==> src/rtl/multicycle_control.sv <==
// multicycle_control: main control FSM for the multicycle MIPS datapath.
// Sequences fetch/decode/execute/memory/writeback per opcode, drives the
// datapath enables and ALUOp, waits on a variable-latency memory and counts
// retired instructions.
// Build option: define ILLEGAL_OP_TRAP_EN to send unrecognised opcodes to a
// sticky TRAP state; otherwise they retire as NOPs and illegal_op is tied 0.
module multicycle_control #(
  parameter int CNT_W = 32
) (
  input  logic             clk,
  input  logic             rst,
  input  logic [5:0]       opcode,
  input  logic             mem_ready,
  output logic             mem_req,
  output logic             IorD,
  output logic             MemWrite,
  output logic             IRWrite,
  output logic             RegDst,
  output logic             MemtoReg,
  output logic             RegWrite,
  output logic             ALUSrcA,
  output logic [1:0]       ALUSrcB,
  output logic [1:0]       ALUOp,
  output logic [1:0]       PCSrc,
  output logic             PCWrite,
  output logic             Branch,
  output logic [3:0]       state_dbg,
  output logic [CNT_W-1:0] instr_retired,
  output logic             illegal_op
);

  typedef enum logic [3:0] {
    IDLE     = 4'd0,
    FETCH    = 4'd1,
    DECODE   = 4'd2,
    MEMADR   = 4'd3,
    MEMRD    = 4'd4,
    MEMWB    = 4'd5,
    MEMWR    = 4'd6,
    RTYPE_EX = 4'd7,
    RTYPE_WB = 4'd8,
    BEQ_EX   = 4'd9,
    ADDI_EX  = 4'd10,
    ADDI_WB  = 4'd11,
    J_EX     = 4'd12,
    TRAP     = 4'd13
  } state_t;

  localparam logic [5:0] OP_LW   = 6'b100011;
  localparam logic [5:0] OP_SW   = 6'b101011;
  localparam logic [5:0] OP_R    = 6'b000000;
  localparam logic [5:0] OP_BEQ  = 6'b000100;
  localparam logic [5:0] OP_ADDI = 6'b001000;
  localparam logic [5:0] OP_J    = 6'b000010;

  state_t           state_q, state_d;
  logic [CNT_W-1:0] instr_retired_q;
  logic             retire;

  // Next-state selection from the current state, opcode and memory handshake.
  always_comb begin
    // NOTE: every variable driven here gets a default first, so no path can infer a latch.
    state_d = state_q;
    unique case (state_q)
      IDLE:   state_d = FETCH;
      FETCH:  if (mem_ready) state_d = DECODE;
      DECODE: begin
        case (opcode)
          OP_LW, OP_SW: state_d = MEMADR;
          OP_R:         state_d = RTYPE_EX;
          OP_BEQ:       state_d = BEQ_EX;
          OP_ADDI:      state_d = ADDI_EX;
          OP_J:         state_d = J_EX;
`ifdef ILLEGAL_OP_TRAP_EN
          default:      state_d = TRAP;
`else
          default:      state_d = FETCH;
`endif
        endcase
      end
      MEMADR:   state_d = (opcode == OP_LW) ? MEMRD : MEMWR;
      MEMRD:    if (mem_ready) state_d = MEMWB;
      MEMWB:    state_d = FETCH;
      MEMWR:    if (mem_ready) state_d = FETCH;
      RTYPE_EX: state_d = RTYPE_WB;
      RTYPE_WB: state_d = FETCH;
      BEQ_EX:   state_d = FETCH;
      ADDI_EX:  state_d = ADDI_WB;
      ADDI_WB:  state_d = FETCH;
      J_EX:     state_d = FETCH;
`ifdef ILLEGAL_OP_TRAP_EN
      TRAP:     state_d = TRAP;
`else
      TRAP:     state_d = FETCH;
`endif
      default:  state_d = IDLE;
    endcase
  end

  // An instruction retires when control returns to FETCH from a real
  // instruction state; leaving IDLE and waiting in FETCH do not count.
  assign retire = (state_d == FETCH) && (state_q != IDLE) && (state_q != FETCH);

  // State register and retired-instruction counter (wraps, no saturation).
  always_ff @(posedge clk) begin
    // NOTE: sequential state uses non-blocking assignments so all registers update together.
    if (rst) begin
      state_q         <= IDLE;
      instr_retired_q <= '0;
    end else begin
      state_q <= state_d;
      if (retire) instr_retired_q <= instr_retired_q + CNT_W'(1);
    end
  end

`ifdef ILLEGAL_OP_TRAP_EN
  logic illegal_op_q;

  // Sticky trap flag, cleared only by reset.
  always_ff @(posedge clk) begin
    if (rst)                   illegal_op_q <= 1'b0;
    else if (state_d == TRAP)  illegal_op_q <= 1'b1;
  end

  assign illegal_op = illegal_op_q;
`else
  assign illegal_op = 1'b0;
`endif

  // Moore decode of datapath controls; FETCH strobes IR/PC on mem_ready.
  always_comb begin
    mem_req  = 1'b0;
    IorD     = 1'b0;
    MemWrite = 1'b0;
    IRWrite  = 1'b0;
    RegDst   = 1'b0;
    MemtoReg = 1'b0;
    RegWrite = 1'b0;
    ALUSrcA  = 1'b0;
    ALUSrcB  = 2'b00;
    ALUOp    = 2'b00;
    PCSrc    = 2'b00;
    PCWrite  = 1'b0;
    Branch   = 1'b0;
    case (state_q)
      FETCH: begin
        mem_req = 1'b1;
        ALUSrcB = 2'b01;
        IRWrite = mem_ready;
        PCWrite = mem_ready;
      end
      DECODE:  ALUSrcB = 2'b11;
      MEMADR: begin
        ALUSrcA = 1'b1;
        ALUSrcB = 2'b10;
      end
      MEMRD: begin
        mem_req = 1'b1;
        IorD    = 1'b1;
      end
      MEMWB: begin
        RegWrite = 1'b1;
        MemtoReg = 1'b1;
      end
      MEMWR: begin
        mem_req  = 1'b1;
        IorD     = 1'b1;
        MemWrite = 1'b1;
      end
      RTYPE_EX: begin
        ALUSrcA = 1'b1;
        ALUOp   = 2'b10;
      end
      RTYPE_WB: begin
        RegWrite = 1'b1;
        RegDst   = 1'b1;
      end
      BEQ_EX: begin
        ALUSrcA = 1'b1;
        ALUOp   = 2'b01;
        PCSrc   = 2'b01;
        Branch  = 1'b1;
      end
      ADDI_EX: begin
        ALUSrcA = 1'b1;
        ALUSrcB = 2'b10;
      end
      ADDI_WB: RegWrite = 1'b1;
      J_EX: begin
        PCSrc   = 2'b10;
        PCWrite = 1'b1;
      end
      default: ;
    endcase
  end

  assign state_dbg     = state_q;
  assign instr_retired = instr_retired_q;

endmodule

==> config.mk <==
export PLATFORM = sky130hd
export DESIGN_NAME = multicycle_control
export DESIGN_NICKNAME = d
export VERILOG_FILES = /design/src/rtl/multicycle_control.sv
export SDC_FILE = /design/constraint.sdc
export NUM_CORES = 1
export LEC_CHECK = 0
export BUFFER_PORTS_ARGS = -buffer_cell sky130_fd_sc_hd__buf_4
export CORE_MARGIN = 4
export CORE_UTILIZATION = 52
export DETAILED_ROUTE_END_ITERATION = 12
export PLACE_DENSITY = 0.84
export SYNTH_ARGS = -nofsm -noshare
export SYNTH_HDL_FRONTEND = slang
export SYNTH_SLANG_ARGS = --single-unit
==> constraint.sdc <==
create_clock -name clk -period 2.7 [get_ports clk]
set_input_delay 0.405 -clock clk [delete_from_list [all_inputs] [get_ports clk]]
set_output_delay 0.405 -clock clk [all_outputs]
set_load 0.01 [all_outputs]
==> out/qor.yml <==
outcome:
  status: "complete, no violations"
logic_synthesis:
  synth-seq-cells: 36
  syn_nets: 278
  ys_types: 49
  yosysWarnings: 0
  synth_xor_area_share_pct: 1.65
  synthTopCellsByArea: "dfxtp_1 (34%), a21oi_1 (7.5%), o21ai_0 (5.2%), or3_1 (5.0%), or4_1 (4.9%)"
  postSynthCellCount: 268
  synthFlopType: "dfxtp_1"
  synth-simple-area-share_pct: 32.4
  netlist_area_um2: 2130
  synth_top_family_by_area: "simple AND/OR/NAND/NOR gates"
  synth_top_area_share_pct: 33.9
  synth_top_cell_by_area: "dfxtp_1"
  synth_compound_area_share_pct: 24.0
  synth.area.mux_share_pct: 0.470
  synthAdderAreaFrac_pct: 0.588
  syn_area_per_cell_um2: 7.94
  synth_edf_count: 0
  async_flop_share_pct: 0
  yosysSeqAreaShare_pct: 33.9
worst_setup_path:
  cp-end-kind: "register"
  crit_buf_inv: 0
  r2r_start: "state_dbg[1]"
  cpPeakStageDelay_ns: 0.58
  path_max_fanout: 27
  arrival_ns: 2.65
  r2r.worst_path.cells: 5
  rr_endpoint: "instr_retired[26]"
  criticalPathCategory: "register to register"
  crit_path_start_kind: "register"
  cp_top_family: "simple AND/OR/NAND/NOR gates"
  critPathRequiredTime_ns: 2.92
  crit_slowest_cell: "or4_1"
  crit_chain: "a211oi_1, a311oi_4, nand4_4, or4_1, a21oi_1"
  rrSetupSlack_ns: 0.26
layout:
  stdcell_area_um2: 2670
  syn_to_final_growth_pct: 25.3
  layout.nets: 332
  drive_gt1_share_pct: 26.0
  fin_util_pct: 70.2
  antenna_cells: 0
  final_cells: 371
die:
  core.rowCount: 22
  initial_utilization_pct: 56.0
  io_pins: 62
  die_area_um2: 5180
  fp.dieW_um: 72.0
  die_h_um: 72.0
  core_um2: 3800
worst_hold_path:
  min_path_type: "register to register"
  worstHoldStart: "instr_retired[26]"
  hold_end: "instr_retired[26]"
  whs_path_depth: 2
clock_network:
  h-tree-depth: 2
  cts_buffers: 5
  clk_pin_slew_ns: 0.07
  cts_tree: "built"
  clk_path_buf_depth: 2
  cts_setup_buffers: 0
  clk_latency_ns: 0.29
  cts.sinks: 36
  hold_buffers: 0
  cts_resized: 0
  ctsRootBufferMaster: "clkbuf_8"
power_and_ir_drop:
  powerDensity_nw_per_um2: 407
  power.switching_mw: 0.277
  pwr-share-comb_pct: 13.5
  internal_power_mw: 0.809
  pwr-share-seq_pct: 50.5
  p_sw_share_pct: 25.5
  p_leak_nw: 0.973
  peakVddDrop_uv: 339
  total_power_mw: 1.09
  clkPwrFrac_pct: 35.9
grt:
  antenna_found_initial: 0
  grt_max_degree: 35
  grt_pass1_wl_mm: 9.09
  grt_pass1_vias: 2060
  grt-ovfl-total: 0
  track_usage_pct: 21.5
timing:
  fin_hold_ws_ns: 0.505
  fin_crit_ns: 2.44
  final.setup_skew_ns: 0.00445
  worst_slack_ns: 0.264
  hold_viol_final: 0
  final-max-slew-violation-count: 0
  fmax_mhz: 410
  rsz0062_at_grt: "false"
  setup_viol: 0
  max_slew_margin_pct: 65.0
  min_period_over_period_pct: 90.2
  tightest_slew_ns: 0.525
  setup_tns_ns: 0
drt:
  routed_wl_mm: 5.43
  routed_via_density: 6.04
  drc_errors: 0
  wl_per_cell_um: 14.6
  detail-route-antenna-nets: 0
  drt-initial-drc-count: 176
  num_vias: 2241
  drtPass1Iterations: 4
placement:
  gp_congestion: 0.886
  dp_cells: 363
  port_buffers: 60
  dpl.hpwl_mm: 3.89
  place_area_um2: 2570
  post-place-ws_ns: 0.197
flow_run:
  maxCapViolCount: 0
==> Yosys cell counts, types with 3 or more instances <==
library cell and count:
and3_1 4, o21ai_0 22, nor2_1 16, nor2b_1 4
nand3_1 11, a21oi_1 32, dfxtp_1 36, inv_1 12
nor3_1 6, or4_1 14, or3_1 17, clkbuf_1 4
xor2_1 3, nand4_1 8, o31ai_1 13, buf_2 6
buf_4 5, nand2_1 16, nand2b_1 4
==> power by group through the flow <==
stage / clock [mW] / combinational, mW / sequential [mW]
floorplan: 0 / 0.0914 / 0.559
global placement: 0 / 0.145 / 0.560
detailed placement: 0 / 0.147 / 0.560
CTS: 0.399 / 0.148 / 0.548
global route: 0.419 / 0.162 / 0.550
finish: 0.390 / 0.147 / 0.549
==> worst reg2reg max path: stages, from the launching register on <==
cell,delay [ns]
dfxtp_1,0.57
a211oi_1,0.20
a311oi_4,0.47
nand4_4,0.38
or4_1,0.58
a21oi_1,0.16
==> registers in the layout (all words and copies together), names as in the netlist <==
| name | cells |
|---|---|
| state_dbg | 4 |
| instr_retired | 32 |
==> layout by cell type, fill, tap and decap left out, types with 11 or more instances in the layout <==
| cell | Yosys | routed |
|---|---|---|
| o31ai_1 | 13 | 13 |
| nand2_1 | 16 | 16 |
| dfxtp_1 | 36 | 34 |
| or4_1 | 14 | 14 |
| buf_4 | 5 | 65 |
| a21oi_1 | 32 | 32 |
| nand3_1 | 11 | 11 |
| o21ai_0 | 22 | 22 |
| nor2_1 | 16 | 16 |
| inv_1 | 12 | 12 |
| or3_1 | 17 | 17 |
==> cells by family after synthesis <==
kind of cell,count (synthesis)
AO/OA/AOI/OAI,82
XOR/XNOR,4
adder cells (fa/ha/maj),1
buffers and inverters,30
flip-flops,36
multiplexers,1
other,1
AND/OR/NAND/NOR,113
==> metal layers <==
layer,vias to the layer above,wire length [um],track usage (%)
met2,61,2580,35.7
met3,12,348,4.29
met1,1056,2400,27.2
li1,1112,-,-
met4,0,110,8.77
met5,-,0,0
==> final cells by class <==
type                            instances  area (um^2)
Tap cell                               48         60.1
Clock buffer                            8         90.1
Inverter                               12         45.0
Timing Repair Buffer                   65          488
Multi-Input combinational cell        202         1260
Sequential cell                        36          723
Fill cell                             334         1130
==> how the worst max path moves through the flow <==
stage                   endpoint         start  cells after the start  slack [ns]
2_1_floorplan  instr_retired[14]     opcode[3]                      7        0.65
3_3_place_gp   instr_retired[30]     opcode[3]                      7        0.26
3_5_place_dp   instr_retired[26]     opcode[3]                      7        0.20
4_1_cts        instr_retired[26]  state_dbg[3]                      6        0.18
5_1_grt        instr_retired[20]  state_dbg[1]                      6        0.07
6_report       instr_retired[26]  state_dbg[1]                      5        0.26
(Power assumes the default switching activity.)
